==> config.mk <==
export PLATFORM = sky130hd
export DESIGN_NAME = updown_counter
export DESIGN_NICKNAME = d
export VERILOG_FILES = /design/src/rtl/updown_counter.sv
export SDC_FILE = /design/constraint.sdc
export NUM_CORES = 1
export LEC_CHECK = 0
export BUFFER_PORTS_ARGS = -buffer_cell sky130_fd_sc_hd__buf_2
export CAP_MARGIN = 40
export CORE_MARGIN = 5
export CORE_UTILIZATION = 45
export DETAILED_ROUTE_END_ITERATION = 8
export PLACE_DENSITY = 0.7
export SETUP_SLACK_MARGIN = 0.02
export SLEW_MARGIN = 0
export SYNTH_ARGS = -nofsm -noshare
export SYNTH_HDL_FRONTEND = slang
export SYNTH_SLANG_ARGS = --single-unit
==> constraint.sdc <==
create_clock -name clk -period 2.52 [get_ports clk]
set_input_delay 0.252 -clock clk [delete_from_list [all_inputs] [get_ports clk]]
set_output_delay 0.252 -clock clk [all_outputs]
set_load 0.1 [all_outputs]
==> src/rtl/updown_counter.sv <==
// Parameterised up/down counter with wrap or saturate, range flags and a registered terminal-count pulse.
// Define UPDOWN_COUNTER_ASSERT_EN to embed concurrent self-checks (no effect on ports or function).
module updown_counter #(
    parameter int unsigned       WIDTH    = 10,
    parameter bit                SATURATE = 1'b0,
    parameter logic [WIDTH-1:0]  RST_VAL  = '0
) (
    input  logic             clk,
    input  logic             rst,
    input  logic             en,
    input  logic             mode,
    output logic [WIDTH-1:0] count,
    output logic             at_max,
    output logic             at_min,
    output logic             tc
);

    localparam logic [WIDTH-1:0] MAX_VAL = '1;

    logic [WIDTH-1:0] count_q, count_d;
    logic             tc_q, tc_d;
    logic             at_end;

    assign at_max = (count_q == MAX_VAL);
    assign at_min = (count_q == '0);

    // Step direction selects which range end counts as the boundary for this cycle.
    assign at_end = mode ? at_max : at_min;

    always_comb begin
        // NOTE: defaults first, so every path assigns every output and no latch is inferred.
        count_d = count_q;
        tc_d    = 1'b0;
        // Branch on en before looking at mode, so an undriven mode cannot disturb a held count.
        if (en) begin
            tc_d = at_end;
            if (at_end && SATURATE) begin
                count_d = count_q;
            end else if (mode) begin
                count_d = count_q + WIDTH'(1);
            end else begin
                count_d = count_q - WIDTH'(1);
            end
        end
    end

    // NOTE: non-blocking assignments for all state so every flop samples pre-edge values.
    always_ff @(posedge clk or negedge rst) begin
        if (!rst) begin
            count_q <= RST_VAL;
            tc_q    <= 1'b0;
        end else begin
            count_q <= count_d;
            tc_q    <= tc_d;
        end
    end

    assign count = count_q;
    assign tc    = tc_q;

`ifdef UPDOWN_COUNTER_ASSERT_EN
    a_step_up: assert property (@(posedge clk) disable iff (!rst)
        (en && mode && !at_max) |=> (count == $past(count) + WIDTH'(1)))
        else $error("updown_counter: up step did not increment");

    a_step_down: assert property (@(posedge clk) disable iff (!rst)
        (en && !mode && !at_min) |=> (count == $past(count) - WIDTH'(1)))
        else $error("updown_counter: down step did not decrement");

    a_hold: assert property (@(posedge clk) disable iff (!rst)
        !en |=> (count == $past(count)))
        else $error("updown_counter: count moved while disabled");

    a_tc_cause: assert property (@(posedge clk) disable iff (!rst)
        tc |-> ($past(en) && (($past(at_max) && $past(mode)) ||
                              ($past(at_min) && !$past(mode)))))
        else $error("updown_counter: tc without a boundary step");
`endif

endmodule

==> flow_summary.yaml, run 1 <==
outcome:
  status: "completed"
placement:
  place_congestion: 0.7826
  dp.cells: 132
  dp_hpwl_mm: 1.574
  io_buffers: 16
  placed_cell_area_mm2: 0.001023
clocking:
  cts_setup_buffers: 0
  cts_resized: 0
  clock-sinks: 11
  clock-root-buffer: "clkbuf_4"
  cts_buffers: 3
  htreeDepth: 1
  clk_pin_slew_worst_paths_ps: 80
  insertion_delay_ps: 280
  cts_tree: "yes"
  hold_buffers: 1
  clock_path_buffers: 2
grt:
  track_usage: 0.1646
  grt-ovfl-total: 0
  grt_pass1_wl_mm: 3.360
  grt_pass1_vias: 756
  grt_antenna_before_repair: 0
  grt_start_max_net_pins: 13
synth:
  synth_area_leaders: "dfrtp_1, ha_1, mux2_2"
  ys_ff_latch: 11
  syn_area_um2: 875.8
  yosys_warnings: 0
  syn-instance-count: 90
  syn_nets: 103
  yosysSeqAreaShare: 0.3143
  yosysTopAreaCell: "dfrtp_1"
  netlist.area_leader.share: 0.3143
  syn_avg_cell_area_um2: 9.732
  synth_cell_types: 40
critical_path:
  end_kind: "output pin"
  max_stage_delay_ps: 560
  crit_family: "simple AND/OR/NAND/NOR gates"
  cp_max_fo: 5
  worst-path-buf-inv: 1
  crit_required_ps: 2270
  cp_num_cells: 3
  crit_arrival_ps: 2040
  r2r-end: "count[9]$_DFFE_PN0P_"
  worstPathCellList: "or4_4, nor4_4, buf_2"
  worst-setup-path-type: "reg2out"
  ff2ff_path_depth: 6
  ff2ff_setup_slack_ps: 550
  cp-start-kind: "flip-flop"
  slowest_stage: "or4_4"
  crit_start: "count[1]$_DFFE_PN0P_"
  timing.critical_path.to: "at_min"
  rr_startpoint: "count[1]$_DFFE_PN0P_"
route:
  wire_per_inst_um: 14.93
  drtIter0Drc: 15
  vias: 797
  vias_per_cell: 5.818
  wirelength_mm: 2.046
  drcViolationCount: 0
  postRouteAntennaNets: 0
  dr.pass1.iters: 2
sta:
  slew_headroom: 0.6781
  slew_viol_final: 0
  worst_pin_slew_ps: 486.2
  period_minus_slack_ps: 2291
  fmax_mhz: 436.4
  finalHoldViolations: 0
  finalSetupViolCount: 0
  skew_ps: 1.307
  finalCritPeriodShare: 0.9093
  rsz0062_at_grt: "false"
  setup_tns_ps: 0
layout:
  area_delta_synth_final_pct: 21.00
  fin_nets: 124
  diodes: 0
  num-fill-cells: 195
  fin_area_mm2: 0.001060
  drive_above_1_share: 0.3182
  fin_cells: 137
run:
  cap_violations: 0
floorplanning:
  die_x_um: 54.12
  die_area_mm2: 0.002928
  io_pins: 17
  core_area_mm2: 0.001902
  start_util: 0.4605
  rows: 16
  die_h_um: 54.12
worst_hold_path:
  hp-class: "in2reg"
[cell type report]
type                            count  area, um2  share of cell area
Clock buffer                        4      26.28             0.02479
Multi-Input combinational cell     72      596.8              0.5632
Inverter                            6      22.52             0.02125
Tap cell                           27      33.78             0.03188
Sequential cell                    11      290.3              0.2739
Timing Repair Buffer               17      90.09             0.08501
[per-layer routing]
metal	up-vias	wire length [um]	track usage
li1	388	-	-
met1	390	1008	0.2140
met2	14	936	0.2601
met3	5	57	0.02493
met4	0	44	0.08714
met5	-	0	0
[state kept, by name, indices dropped and copies added, names as in the netlist]
signal / cells
count: 10
tc: 1
[tightest hold or removal path: cells and delay by family]
family                 cells  cell delay [ps]
buffers and inverters      1              170
multiplexers               1               90
AND/OR/NAND/NOR            1               70
[per-stage QoR]
stage	hold WS (ps)	worst slack, ps	util
6_report	343.9	228.7	0.5572
5_1_grt	370.0	190.7	0.5572
4_1_cts	328.6	216.5	0.5572
3_5_place_dp	145.1	325.1	0.5382
3_3_place_gp	149.0	388.1	0.5382
2_1_floorplan	-43.59	-104.2	-
[kinds of logic after synthesis]
| logic type | synth area share |
|---|---|
| buf+inv | 0.03142 |
| xor+xnor | 0.04001 |
| fa+ha+maj | 0.1371 |
| simple gates | 0.1429 |
| flops | 0.3143 |
| mux | 0.06143 |
| compound gates | 0.2729 |
[synth_stat cells (all sizes together)]
cell type	count
nand2b	1
nor2	5
o21bai	1
nor3	4
xnor2	3
mux2	3
mux2i	2
dfrtp	11
o41a	1
a21o	4
inv	5
o211ai	1
nand4	2
a211oi	3
o31ai	1
xor2	1
o21ba	1
clkinv	1
a31oi	1
a211o	1
nand2	6
and2	1
nor4	1
nand3	1
a221o	1
o311ai	2
o21ai	2
fa	1
a21oi	2
o221ai	1
ha	8
o2111ai	2
buf	1
or4	2
o31a	1
a2111oi	1
o21a	4
nor2b	1
[cell usage in the layout, fill, tap and decap left out, types with 2 or more instances in the layout]
| master | instances |
|---|---|
| mux2i_1 | 2 |
| mux2_2 | 3 |
| inv_1 | 5 |
| a21oi_1 | 2 |
| dfrtp_1 | 3 |
| a21o_1 | 3 |
| o21a_1 | 4 |
| nand4_1 | 2 |
| nor3_1 | 3 |
| dfrtp_2 | 6 |
| o2111ai_1 | 2 |
| clkbuf_4 | 3 |
| nand2_1 | 6 |
| o311ai_1 | 2 |
| buf_2 | 16 |
| a211oi_1 | 2 |
| ha_1 | 8 |
| xnor2_1 | 3 |
| nor2_1 | 5 |
| dfrtp_4 | 2 |
| o21ai_0 | 2 |
[worst min path at each step]
stage	startpoint	end	slack, ps	depth (start not counted)
after floorplan	rst	count[2]$_DFFE_PN0P_	-40	0
after global placement	rst	count[6]$_DFFE_PN0P_	150	1
after detailed placement	rst	count[6]$_DFFE_PN0P_	150	1
after CTS	en	count[0]$_DFFE_PN0P_	330	2
after global routing	en	count[0]$_DFFE_PN0P_	370	2
final	mode	tc$_DFF_PN0_	340	3
Power of run 1 is not shown: default switching activity piles up to over one toggle a cycle in this logic, so the estimate is an artifact.
==> inputs of run 2 (changes only) <==
Settings changed: RECOVER_POWER from default to 50.
==> run 2 against run 1 <==
- die area is the same
- utilization decreased by 0.33 points
- first-iteration DRC count is the same
- fmax hardly changed
- sequential cell count stayed put
==> flow_summary.yaml, run 2 (same netlist as run 1, synthesis figures left out) <==
critical_path:
  worstPathCellList: "or4_4, nor4_4, buf_2"
  ff2ff_setup_slack_ps: 550
  crit_family: "simple AND/OR/NAND/NOR gates"
  worst-setup-path-type: "reg2out"
  slowest_stage: "or4_4"
  rr_startpoint: "count[1]$_DFFE_PN0P_"
  cp_max_fo: 5
  max_stage_delay_ps: 560
  end_kind: "output pin"
  r2r-end: "count[9]$_DFFE_PN0P_"
  crit_required_ps: 2270
  cp-start-kind: "flip-flop"
  worst-path-buf-inv: 1
  crit_arrival_ps: 2040
  ff2ff_path_depth: 6
layout:
  drive_above_1_share: 0.2727
  diodes: 0
  ff_latch_area_um2: 290.3
  multiInputGateArea_um2: 596.8
  fin_nets: 124
  area_delta_synth_final_pct: 20.29
  mostFrequentLayoutCells: "buf_2, ha_1, nand2_1, clkbuf_1, dfrtp_2"
  final_common_cell: "buf_2"
  num-fill-cells: 198
  largest_reg_flops: 10
outcome:
  status: "completed"
placement:
  dp_hpwl_mm: 1.574
  post-place-ws_ps: 325.1
  io_buffers: 16
  place_congestion: 0.7826
floorplanning:
  io_pins: 17
  die_x_um: 54.12
  core_area_mm2: 0.001902
  die_area_mm2: 0.002928
  rows: 16
  start_util: 0.4605
  die_h_um: 54.12
clocking:
  clock-sinks: 11
  cts_tree: "yes"
  clock_path_buffers: 2
  insertion_delay_ps: 280
  cts_buffers: 3
  clock-root-buffer: "clkbuf_4"
  cts_setup_buffers: 0
  htreeDepth: 1
  clk_pin_slew_worst_paths_ps: 80
worst_hold_path:
  hold_depth: 3
  min-delay-start: "mode"
  hp-class: "in2reg"
  min_to: "tc$_DFF_PN0_"
sta:
  period_minus_slack_ps: 2291
  worst_pin_slew_ps: 1165
  finalCritPeriodShare: 0.9090
  skew_ps: 1.157
  slew_viol_final: 0
  setup_ws_ps: 229.3
  finalHoldViolations: 0
  fmax_mhz: 436.5
  slew_headroom: 0.2267
  rsz0062_at_grt: "false"
  finalSetupViolCount: 0
route:
  vias: 796
  wire_per_inst_um: 14.94
  drtIter0Drc: 15
  drcViolationCount: 0
  postRouteAntennaNets: 0
  dr.pass1.iters: 4
  wirelength_mm: 2.047
  vias_per_cell: 5.810
run:
  cap_violations: 0
grt:
  grt_antenna_before_repair: 0
  grt_pass1_vias: 756
  grt_start_max_net_pins: 13
  grt_pass1_wl_mm: 3.360
  track_usage: 0.1646
  grt-ovfl-total: 0
[run 2: layout make-up]
class | count | area share
Tap cell | 27 | 0.03207
Clock buffer | 4 | 0.02494
Inverter | 6 | 0.02138
Timing Repair Buffer | 17 | 0.07957
Multi-Input combinational cell | 72 | 0.5665
Sequential cell | 11 | 0.2755
[run 2: through the flow]
step	instance area (um2)	TNS [ps]	cells	util	hold WS, ps
after floorplan	914.6	-112.2	90	-	-43.59
after global placement	1023	0	132	0.5382	149.0
after detailed placement	1023	0	132	0.5382	145.1
after CTS	1060	0	137	0.5572	328.6
after global routing	1054	0	137	0.5539	370.0
final	1054	0	137	0.5539	343.9
[run 2: routing by layer]
layer / track usage / wire length, um / share of wire
met1: 0.2140 / 999 / 0.49
met2: 0.2601 / 937 / 0.46
met3: 0.02493 / 66 / 0.032
met4: 0.08714 / 44 / 0.021
met5: 0 / 0 / 0
[run 2: worst max path at each step]
stage	from	to	slack, ps	cells past startpoint
floorplan	count[1]$_DFFE_PN0P_	tc$_DFF_PN0_	-100	4
global placement	mode	count[9]$_DFFE_PN0P_	390	8
detailed placement	mode	count[9]$_DFFE_PN0P_	330	8
CTS	count[1]$_DFFE_PN0P_	at_min	220	3
global route	count[0]$_DFFE_PN0P_	at_min	190	3
finish	count[1]$_DFFE_PN0P_	at_min	230	3
[run 2: timing repair]
| item | 4_1_cts | 5_1_grt |
|---|---|---|
| hold buffers | 1 | 0 |
| resized for setup | 0 | 0 |
| endpoints found under the hold margin | 11 | 0 |
[run 2: worst reg2reg max path, stage by stage, from the launching register on]
cell and delay, ps:
dfrtp_4 510, ha_1 320, a211oi_2 300, o21a_1 240, nor2_1 60, o311ai_1 280, o311ai_1 140
Power of run 2 is left out for the same reason.
==> inputs of run 3 (changes only) <==
Settings changed: ABC_AREA from default to 1, CELL_PAD_IN_SITES_DETAIL_PLACEMENT from default to 0, CELL_PAD_IN_SITES_GLOBAL_PLACEMENT from default to 1, CORE_UTILIZATION 45 to 38, PLACE_DENSITY 0.7 to 0.8.
==> run 3 against run 2 <==
- utilization fell by 8.6 points
- critical path type unchanged
- worst hold slack got worse by 97 ps
- synthesized cell count rose by 47%
==> flow_summary.yaml, run 3 <==
floorplanning:
  die_x_um: 59.20
  core_area_mm2: 0.002255
  rows: 17
  die_area_mm2: 0.003504
  start_util: 0.4079
  io_pins: 17
  die_h_um: 59.20
sta:
  rsz0062_at_grt: "false"
  fmax_mhz: 538.6
  setup_tns_ps: 0
  worst_pin_slew_ps: 1169
  finalSetupViolCount: 0
  skew_ps: 0.9685
  slew_viol_final: 0
  finalCritPeriodShare: 0.7368
  setup_ws_ps: 663.3
  period_minus_slack_ps: 1857
  slew_headroom: 0.2239
  finalHoldViolations: 0
grt:
  grt_pass1_wl_mm: 3.677
  track_usage: 0.1407
  grt-ovfl-total: 0
  grt_pass1_vias: 771
  grt_start_max_net_pins: 12
  grt_antenna_before_repair: 0
synth:
  syn_area_um2: 919.6
  synth-edff-count: 0
  ys_ff_latch: 11
  yosysSeqAreaShare: 0.2993
  netlist.area_leader.share: 0.2993
  synth_cell_types: 27
  syn_avg_cell_area_um2: 6.967
  syn_nets: 145
  yosysMostFrequentCell: "nand2_1"
  yosys_warnings: 0
  yosysTopAreaCell: "dfrtp_1"
  syn-instance-count: 132
  postSynth.asyncResetShare: 1.000
  synth_flop_cell: "dfrtp_1"
  yosys-top-cells-count: "nand2_1, inv_1, dfrtp_1, nand3_1, nor2_1"
  synth_area_leaders: "dfrtp_1, nand2_1, ha_1"
route:
  dr.pass1.iters: 4
  vias: 877
  wire_per_inst_um: 12.61
  drcViolationCount: 0
  wirelength_mm: 2.258
  drtIter0Drc: 29
  vias_per_cell: 4.899
  postRouteAntennaNets: 0
critical_path:
  worst-setup-path-type: "reg2out"
  crit_required_ps: 2270
  end_kind: "output pin"
  ff2ff_setup_slack_ps: 790
  cp_max_fo: 5
  cp-start-kind: "flip-flop"
  crit_arrival_ps: 1600
layout:
  diodes: 0
  fin_cells: 179
  mostFrequentLayoutCells: "nand2_1, inv_1, buf_2"
  fin_nets: 165
  largest_reg_flops: 10
  final_common_cell: "nand2_1"
  area_delta_synth_final_pct: 14.83
  fin_util: 0.4684
  drive_above_1_share: 0.1523
placement:
  io_buffers: 16
  dp.cells: 174
  post-place-ws_ps: 787.7
  dp_hpwl_mm: 1.813
  place_congestion: 0.8874
clocking:
  clk_pin_slew_worst_paths_ps: 80
  cts_tree: "yes"
  clock-sinks: 11
  cts_resized: 0
  clock_path_buffers: 2
  cts_setup_buffers: 0
  cts_buffers: 3
  insertion_delay_ps: 270
  clock-root-buffer: "clkbuf_4"
  htreeDepth: 1
outcome:
  status: "completed"
run:
  cap_violations: 0
worst_hold_path:
  hp-class: "in2reg"
==> run 3: cell types whose count changed after synthesis, sizes merged, moves of 4 or more <==
cell   delta
a21o      -4
inv      +11
nand2    +40
nand3    +10
nor2      +7
a21oi     +4
==> run 3: critical path, cell delays in order (launching register included) <==
cell and delay (ps):
dfrtp_1 440, inv_1 180, nand4_1 150, nor2_2 120, buf_2 440
==> run 3: path summary, 6_finish.rpt <==
| kind | start | end | cells after the start |
|---|---|---|---|
| hold reg to reg | count[4]$_DFFE_PN0P_ | count[4]$_DFFE_PN0P_ | 2 |
| max in group asynchronous | rst | count[7]$_DFFE_PN0P_ | 2 |
| hold / removal | mode | tc$_DFF_PN0_ | 2 |
| min in group asynchronous | rst | count[9]$_DFFE_PN0P_ | 2 |
| setup reg to reg | count[0]$_DFFE_PN0P_ | count[6]$_DFFE_PN0P_ | 8 |
| setup / recovery | count[0]$_DFFE_PN0P_ | at_min | 4 |
==> run 3: layout make-up <==
type	instances	area, um2
clock buffer	4	26.28
inverter	17	63.81
tap	28	35.03
multi-input combinational	102	570.5
timing repair buffer	17	85.08
sequential	11	275.3
fill	252	1199
==> run 3: what timing repair did <==
item,4_1_cts,5_1_grt
setup endpoints to repair,0,0
hold endpoints to repair,11,0
hold buffers,1,0
==> run 3: cells by family (layout without fill, tap and decap cells) <==
kind of cell    count (synthesis)  count (layout)  synth area share
flops                          11              11            0.2993
simple gates                   75              75            0.3456
xor+xnor                        4               4           0.03810
compound gates                 14              14            0.1034
fa+ha+maj                       9               9            0.1306
buf+inv                        19              38           0.08298
==> run 3: routing by layer <==
metal / routed length, um / GRT usage / vias to the layer above
li1: - / - / 460
met5: 0 / 0 / -
met2: 1074 / 0.2246 / 19
met1: 1048 / 0.1779 / 394
met3: 109 / 0.05011 / 4
met4: 26 / 0.03883 / 0
==> run 3: through the flow <==
| stage | hold WS (ps) | cell area (um2) |
|---|---|---|
| final | 246.7 | 1056 |
| after global routing | 247.9 | 1056 |
| after CTS | 233.9 | 1061 |
| after detailed placement | 142.4 | 1025 |
| after global placement | 142.5 | 1025 |
| after floorplan | -43.59 | 922.1 |
Power of run 3 is left out for the same reason.
